[config.mk]
export PLATFORM = sky130hd
export DESIGN_NAME = if_fetch_buffer
export DESIGN_NICKNAME = d
export VERILOG_FILES = /design/src/rtl/if_fetch_buffer.sv
export SDC_FILE = /design/constraint.sdc
export NUM_CORES = 1
export LEC_CHECK = 0
export ABC_CLOCK_PERIOD_IN_PS = 3950
export CAP_MARGIN = 5
export CORE_UTILIZATION = 35
export CTS_CLUSTER_DIAMETER = 120
export DETAILED_ROUTE_END_ITERATION = 16
export PLACE_DENSITY = 0.66
export SLEW_MARGIN = 20
export SYNTH_ARGS = -nofsm -noshare
export SYNTH_HDL_FRONTEND = slang
export SYNTH_SLANG_ARGS = --single-unit
[constraint.sdc]
create_clock -name clk -period 3.95 [get_ports clk]
set_input_delay 0.79 -clock clk [delete_from_list [all_inputs] [get_ports clk]]
set_output_delay 0.79 -clock clk [all_outputs]
set_load 0.05 [all_outputs]
[src/rtl/if_fetch_buffer.sv]
// Fetch-to-decode FIFO: tags each fetched {pc, instr} with an address-error flag
// and flushes in one cycle on a redirect. in_ready doubles as the PC stall input.
module if_fetch_buffer #(
    parameter int unsigned DEPTH = 4,
    parameter logic [31:0] PC_LO = 32'h0000_3000,
    parameter logic [31:0] PC_HI = 32'h0000_6ffc
) (
    input  logic                     clk,
    input  logic                     reset,
    input  logic                     in_valid,
    input  logic [31:0]              in_pc,
    input  logic [31:0]              in_instr,
    output logic                     in_ready,
    input  logic                     flush,
    output logic                     out_valid,
    output logic [31:0]              out_pc,
    output logic [31:0]              out_instr,
    output logic                     out_adel,
    input  logic                     out_ready,
    output logic [$clog2(DEPTH):0]   count
);

    localparam int unsigned AW = $clog2(DEPTH);
    localparam logic [AW:0] FULL_CNT = (AW+1)'(DEPTH);

    logic [31:0]   pc_mem_q    [DEPTH];
    logic [31:0]   instr_mem_q [DEPTH];
    logic          adel_mem_q  [DEPTH];

    logic [AW-1:0] rd_ptr_q, rd_ptr_d;
    logic [AW-1:0] wr_ptr_q, wr_ptr_d;
    logic [AW:0]   count_q, count_d;

    logic          push, pop, in_adel;

    always_comb begin
        // Handshake flags come only from registered count, so out_ready never reaches in_ready.
        in_ready  = (count_q != FULL_CNT);
        out_valid = (count_q != '0);
        push      = in_valid & in_ready & ~flush;
        pop       = out_valid & out_ready & ~flush;
        in_adel   = (in_pc[1:0] != 2'b00) | (in_pc < PC_LO) | (in_pc > PC_HI);

        rd_ptr_d  = rd_ptr_q;
        wr_ptr_d  = wr_ptr_q;
        count_d   = count_q;

        if (flush) begin
            rd_ptr_d = '0;
            wr_ptr_d = '0;
            count_d  = '0;
        end else begin
            if (push) wr_ptr_d = wr_ptr_q + AW'(1);
            if (pop)  rd_ptr_d = rd_ptr_q + AW'(1);
            case ({push, pop})
                2'b10:   count_d = count_q + (AW+1)'(1);
                2'b01:   count_d = count_q - (AW+1)'(1);
                default: count_d = count_q;
            endcase
        end

        out_pc    = out_valid ? pc_mem_q[rd_ptr_q]    : '0;
        out_instr = out_valid ? instr_mem_q[rd_ptr_q] : '0;
        out_adel  = out_valid ? adel_mem_q[rd_ptr_q]  : 1'b0;
        count     = count_q;
    end

    always_ff @(posedge clk) begin
        if (reset) begin
            rd_ptr_q <= '0;
            wr_ptr_q <= '0;
            count_q  <= '0;
        end else begin
            rd_ptr_q <= rd_ptr_d;
            wr_ptr_q <= wr_ptr_d;
            count_q  <= count_d;
        end
    end

    // Entry storage is never cleared; a write during reset is invisible once pointers are zeroed.
    always_ff @(posedge clk) begin
        if (push) begin
            pc_mem_q[wr_ptr_q]    <= in_pc;
            instr_mem_q[wr_ptr_q] <= in_adel ? '0 : in_instr;
            adel_mem_q[wr_ptr_q]  <= in_adel;
        end
    end

endmodule

== Yosys cells after proc, flatten, opt, wreduce, memory -nomap -nowiden ==
Memory sizes are Yosys's and may differ from the RTL's. A register that Yosys moved wholly into a read port is not among the register bits.
Index checks and enable logic that the tools add are counted.

* Add/subtract/negate cells: 4
* Magnitude comparators: 2
* Equality and inequality tests: 3
* Mux-type cells: 13
* Bitwise gates (word level): 7
* Reduce and logical (&&, ||, !) cells: 4

{| class="wikitable"
|+ Operators with widths
! kind !! count
|-
| 2-to-1 mux 32 bit || 3
|-
| > comparator 32 x 15 -> 1 bit (second input constant) || 1
|-
| < comparator 32 x 14 -> 1 bit (second input constant) || 1
|-
| 2-to-1 mux 2 bit || 6
|-
| one-hot mux 3 bit (2 select lines) || 1
|-
| adder 2 x 1 -> 2 bit (second input constant) || 2
|-
| bitwise AND 1 bit || 4
|-
| nonzero test 2 bit || 2
|-
| adder 3 x 1 -> 3 bit (second input constant) || 1
|-
| 2-to-1 mux 1 bit || 3
|-
| != test 3 bit (second input constant) || 1
|-
| nonzero test 3 bit || 1
|-
| subtractor 3 x 1 -> 3 bit (second input constant) || 1
|-
| == test 2 x 1 -> 1 bit (second input constant) || 1
|-
| == test 2 bit (second input constant) || 1
|-
| bitwise OR 1 bit || 2
|-
| OR reduction 2 bit || 1
|-
| NOT 1 bit || 1
|}

* Bits in registers: 7
* RAM bits: 260
* Input bits: 69
* Output and inout port bits: 70
* Logic and storage cells: 39
* Memories: 3

{| class="wikitable"
|+ Memories
! memory !! words !! bits a word !! rd ports !! clocked after Yosys merged registers in !! write ports !! RTL line !! source
|-
| instr_mem_q || 4 || 32 || 1 || 1 || 1 || 27 || <nowiki>logic [31:0] instr_mem_q [DEPTH];</nowiki>
|-
| pc_mem_q || 4 || 32 || 1 || 1 || 1 || 26 || <nowiki>logic [31:0] pc_mem_q [DEPTH];</nowiki>
|-
| adel_mem_q || 4 || 1 || 1 || 1 || 1 || 28 || <nowiki>logic adel_mem_q [DEPTH];</nowiki>
|}

== Longest topological paths before layout ==
Gate-level depths: netlist of run 1.

* Word-level depth: 5
* Gate-level depth with buffers: 9

== Worst setup path before layout of run 1 ==
Ideal clock, no wire load.

* Kind: register to register
* Start: reg count_q[0], in the netlist count[0]
* End: mem adel_mem_q[0], enable pin
* Library setup time: 0.430 ns
* Arrival: 2.739 ns
* Path slack: 0.781 ns
* Stages on the path, launching flop included: 4
* Path through: dfxtp_1 > nor3b_1 > nor3_1 > and2_1

* Word-level cells in the longest chain between the ends: 5

{| class="wikitable"
|+ Ends and longest elaborated chain
! element !! RTL line !! source
|-
| start, declared || 32 || <nowiki>logic [AW:0] count_q, count_d;</nowiki>
|-
| start signal, assigned || 76 || <nowiki>count_q <= count_d;</nowiki>
|-
| != test 3 bit || 38 || <nowiki>in_ready = (count_q != FULL_CNT);</nowiki>
|-
| bitwise AND 1 bit (2 in series) || 40 || <nowiki>push = in_valid & in_ready & ~flush;</nowiki>
|-
| 2-to-1 mux 1 bit || 82 || <nowiki>if (push) begin</nowiki>
|-
| 2-to-1 mux 1 bit (not written as such) || 85 || <nowiki>adel_mem_q[wr_ptr_q] <= in_adel;</nowiki>
|-
| end, declared || 28 ||
|}

Every way passes these cells.

== Final worst setup path of run 1 ==
* Start: reg count_q[0], in the netlist count[0]
* End: out out_instr[31]

* Word-level cells in the longest chain between the ends: 2

{| class="wikitable"
|+ Ends and longest elaborated chain
! element !! RTL line !! source
|-
| nonzero test 3 bit || 39 || <nowiki>out_valid = (count_q != '0);</nowiki>
|-
| 2-to-1 mux 32 bit || 63 || <nowiki>out_instr = out_valid ? instr_mem_q[rd_ptr_q] : '0;</nowiki>
|-
| end, declared || 17 || <nowiki>output logic [31:0] out_instr,</nowiki>
|}

Every way passes these cells.

==> results of run 1 <==
cell usage in the layout (no fill, tap or decap), types with 2 or more instances in the layout:
cell type	Yosys	layout
and2_4	0	4
clkinv_2	0	2
dfxtp_4	0	2
or2_2	2	2
dfxtp_1	9	7
and2_1	69	65
xor2_1	4	4
clkbuf_1	12	10
nand3_1	3	2
nor2_1	7	7
clkdlybuf4s50_1	0	138
buf_12	0	7
nor4_1	4	4
ha_1	5	5
o21ai_0	3	3
edfxtp_1	260	260
buf_4	0	6
clkbuf_16	0	29
mux4_2	65	65
a21oi_1	4	4
nor3_1	34	34
clkinv_1	0	6
inv_1	40	40
metrics by stage:
stage	total power, mW	utilization	hold slack, ps	std cells
CTS	6.05	0.451	523	1110
detailed placement	3.60	0.422	510	1059
global route	6.18	0.451	546	1110
floorplan	3.42	-	484	546
global placement	3.59	0.422	504	1059
finish	5.99	0.451	519	1110
worst paths after layout:
path                                 endpoint  slack (ps)  cells after the start
worst max-delay path            out_instr[31]         290                      4
worst min-delay path              wr_ptr_q[0]         520                      2
worst max register to register       count[2]        1550                      9
worst min register to register    wr_ptr_q[0]         520                      2
flip-flops by register name (all words and copies together) (netlist names), named ones only:
signal       flops
instr_mem_q    128
rd_ptr_q         2
wr_ptr_q         2
pc_mem_q       128
adel_mem_q       4
count            3
power by group through the flow:
stage          sequential (mW)  combinational [mW]  clock [mW]
2_1_floorplan             3.23               0.194           0
3_3_place_gp              3.22               0.373           0
3_5_place_dp              3.22               0.373           0
4_1_cts                   3.16               0.375        2.52
5_1_grt                   3.17               0.394        2.62
6_report                  3.16               0.368        2.46
metal layers:
| layer | share of wire | vias to the layer above |
|---|---|---|
| li1 | - | 2441 |
| met5 | 0 | - |
| met4 | 0.014 | 0 |
| met1 | 0.45 | 2759 |
| met2 | 0.49 | 134 |
| met3 | 0.047 | 27 |
area by class of cell:
type | count | area, µm²
clock buffers | 40 | 777
clock inverters | 11 | 78.8
fillers | 2635 | 16400
inverters | 40 | 150
multi-input cells | 209 | 2370
flip-flops and latches | 269 | 8000
well taps | 390 | 488
repair buffers | 151 | 1570
critical path, cell delays in order, from the launching register on:
cell and delay [ps]:
dfxtp_1 370, or3_2 790, buf_12 290, and2_1 180, clkdlybuf4s50_1 710
logic make-up (layout without fill, tap and decap cells):
family,count (synthesis),in the layout,synth area share
AND/OR/NAND/NOR,123,123,0.0666
flip-flops,269,269,0.749
adder cells (fa/ha/maj),6,6,0.00775
AO/OA/AOI/OAI,11,11,0.00622
XOR/XNOR,4,4,0.00329
buffers and inverters,68,242,0.0293
multiplexers,65,65,0.137
==> out/qor.csv, run 1 <==
stage;metric;value;unit
worst_hold_path;worstHoldStart;wr_ptr_q[0];
logic_synthesis;syn-cell-area;10700;µm²
clock_tree;cts_tree;done;
grt;grt.total_usage;0.140;
clock_tree;clockRootBuffer;clkbuf_16;
worst_setup_path;cp.arrival;2870;ps
power_and_ir_drop;power.switching;1.24;mW
routing;dr.pass1.iters;6;
layout;diodes;0;
placement;gp_congestion;0.708;
layout;nNetsFinal;774;
sta;tightestPinTransition;611;ps
routing;vias;5361;
placement;dp_hpwl;12200;µm
power_and_ir_drop;switching_share;0.208;
placement;port_buffers;138;
floorplan;start_util;0.358;
worst_setup_path;cp-end-kind;output pin;
worst_setup_path;required;3160;ps
grt;grt_max_degree;66;
sta;setup_tns;0;ps
sta;finalWorstSetupSlack;287;ps
sta;fmax;273;MHz
clock_tree;clkTransAtPathRegs;60;ps
grt;grt_pass1_vias;5615;
logic_synthesis;avgSynthCellArea;19.5;µm²
clock_tree;clock_path_buffers;3;
worst_setup_path;r2r_start;count[2];
floorplan;coreArea;29800;µm²
grt;top_usage_layer;met2;
routing;viasPerCell;4.83;
logic_synthesis;synth.top_cells.by_count;260 x edfxtp_1, 69 x and2_1, 65 x mux4_2, 40 x inv_1, 34 x nor3_1;
grt;use_met2;0.226;
floorplan;rows;63;
grt;grt_util_met3;0.0265;
logic_synthesis;synth_top_area_frac;0.733;
worst_setup_path;setup.worst_path.start;count[0];
sta;min_period;3660;ps
clock_tree;post-cts-setup-buffers;0;
grt;grt_use_met1;0.199;
routing;drt_iter0_drc;252;
clock_tree;post_cts_resized;0;
layout;drive_gt1_frac;0.171;
logic_synthesis;yosysWarnings;0;
sta;finalCritPeriodShare;0.927;
power_and_ir_drop;internal_power;4.74;mW
power_and_ir_drop;power.share.clock;0.410;
clock_tree;clock-sinks;269;
clock_tree;hold_buffers;0;
flow_run;drv_cap;0;
sta;hold_viol;0;
sta;fin_skew;8.36;ps
logic_synthesis;synth_fp_nets;621;
worst_setup_path;startpoint_type;flip-flop;
power_and_ir_drop;p_seq_frac;0.528;
routing;postRouteAntennaNets;0;
floorplan;die_area;31200;µm²
placement;detailed_place.area;12600;µm²
power_and_ir_drop;leakage;4.18;nW
routing;drt-wirelength-per-cell;19.3;µm
layout;areaGrowthSynthToFinish;26.0;%
logic_synthesis;synth_cells;546;
grt;overflow;0;
floorplan;die_x;177;µm
power_and_ir_drop;combPwrFrac;0.062;
sta;rsz0062_at_grt;false;
logic_synthesis;synth_top_area_cell;edfxtp_1;
power_and_ir_drop;vdd_drop_max;0.318;mV
clock_tree;cts_buffers;28;
grt;grt_antenna_before_repair;0;
power_and_ir_drop;power_density;446;nW/µm²
worst_setup_path;cp_max_fo;39;
floorplan;io_pins;139;
logic_synthesis;ys_ff_latch;269;
grt;grt_pass1_wl;33000;µm
sta;maxSlewHeadroom;0.589;
worst_setup_path;crit_type;reg2out;
logic_synthesis;ys_top_cells_by_area;edfxtp_1 73%, mux4_2 14%, and2_1 4.1%;
clock_tree;cts-htree-levels;1;
routing;drc_errors;0;
routing;finalWirelength;21400;µm
logic_synthesis;ys_async_sr_fraction;0;
logic_synthesis;yosysMostFrequentCell;edfxtp_1;
placement;pre_cts_ws;805;ps
logic_synthesis;yosysSeqAreaShare;0.749;
logic_synthesis;synth-edff-count;260;
outcome;outcome;finished clean;
floorplan;die_y;177;µm
sta;slew_viol_final;0;
logic_synthesis;synth_cell_types;25;
sta;setup_viol;0;
worst_hold_path;hold_path_class;reg2reg;
layout;final_area;13400;µm²
logic_synthesis;synth_flop_cell;edfxtp_1;
clock_tree;insertion_delay;530;ps
Note: power is estimated with default switching activity, not from simulation.
==> run 2: changes to the inputs <==
ABC_CLOCK_PERIOD_IN_PS = unset   (was 3950)
CAP_MARGIN = unset   (was 5)
==> results of run 2 <==
No change in the layout: final DEF, timing and power equal those of run 1.
==> run 3: changes to the inputs <==
SETUP_SLACK_MARGIN = 0.1   (was unset)
==> results of run 3 <==
No change in the layout: final DEF, timing and power equal those of run 1.
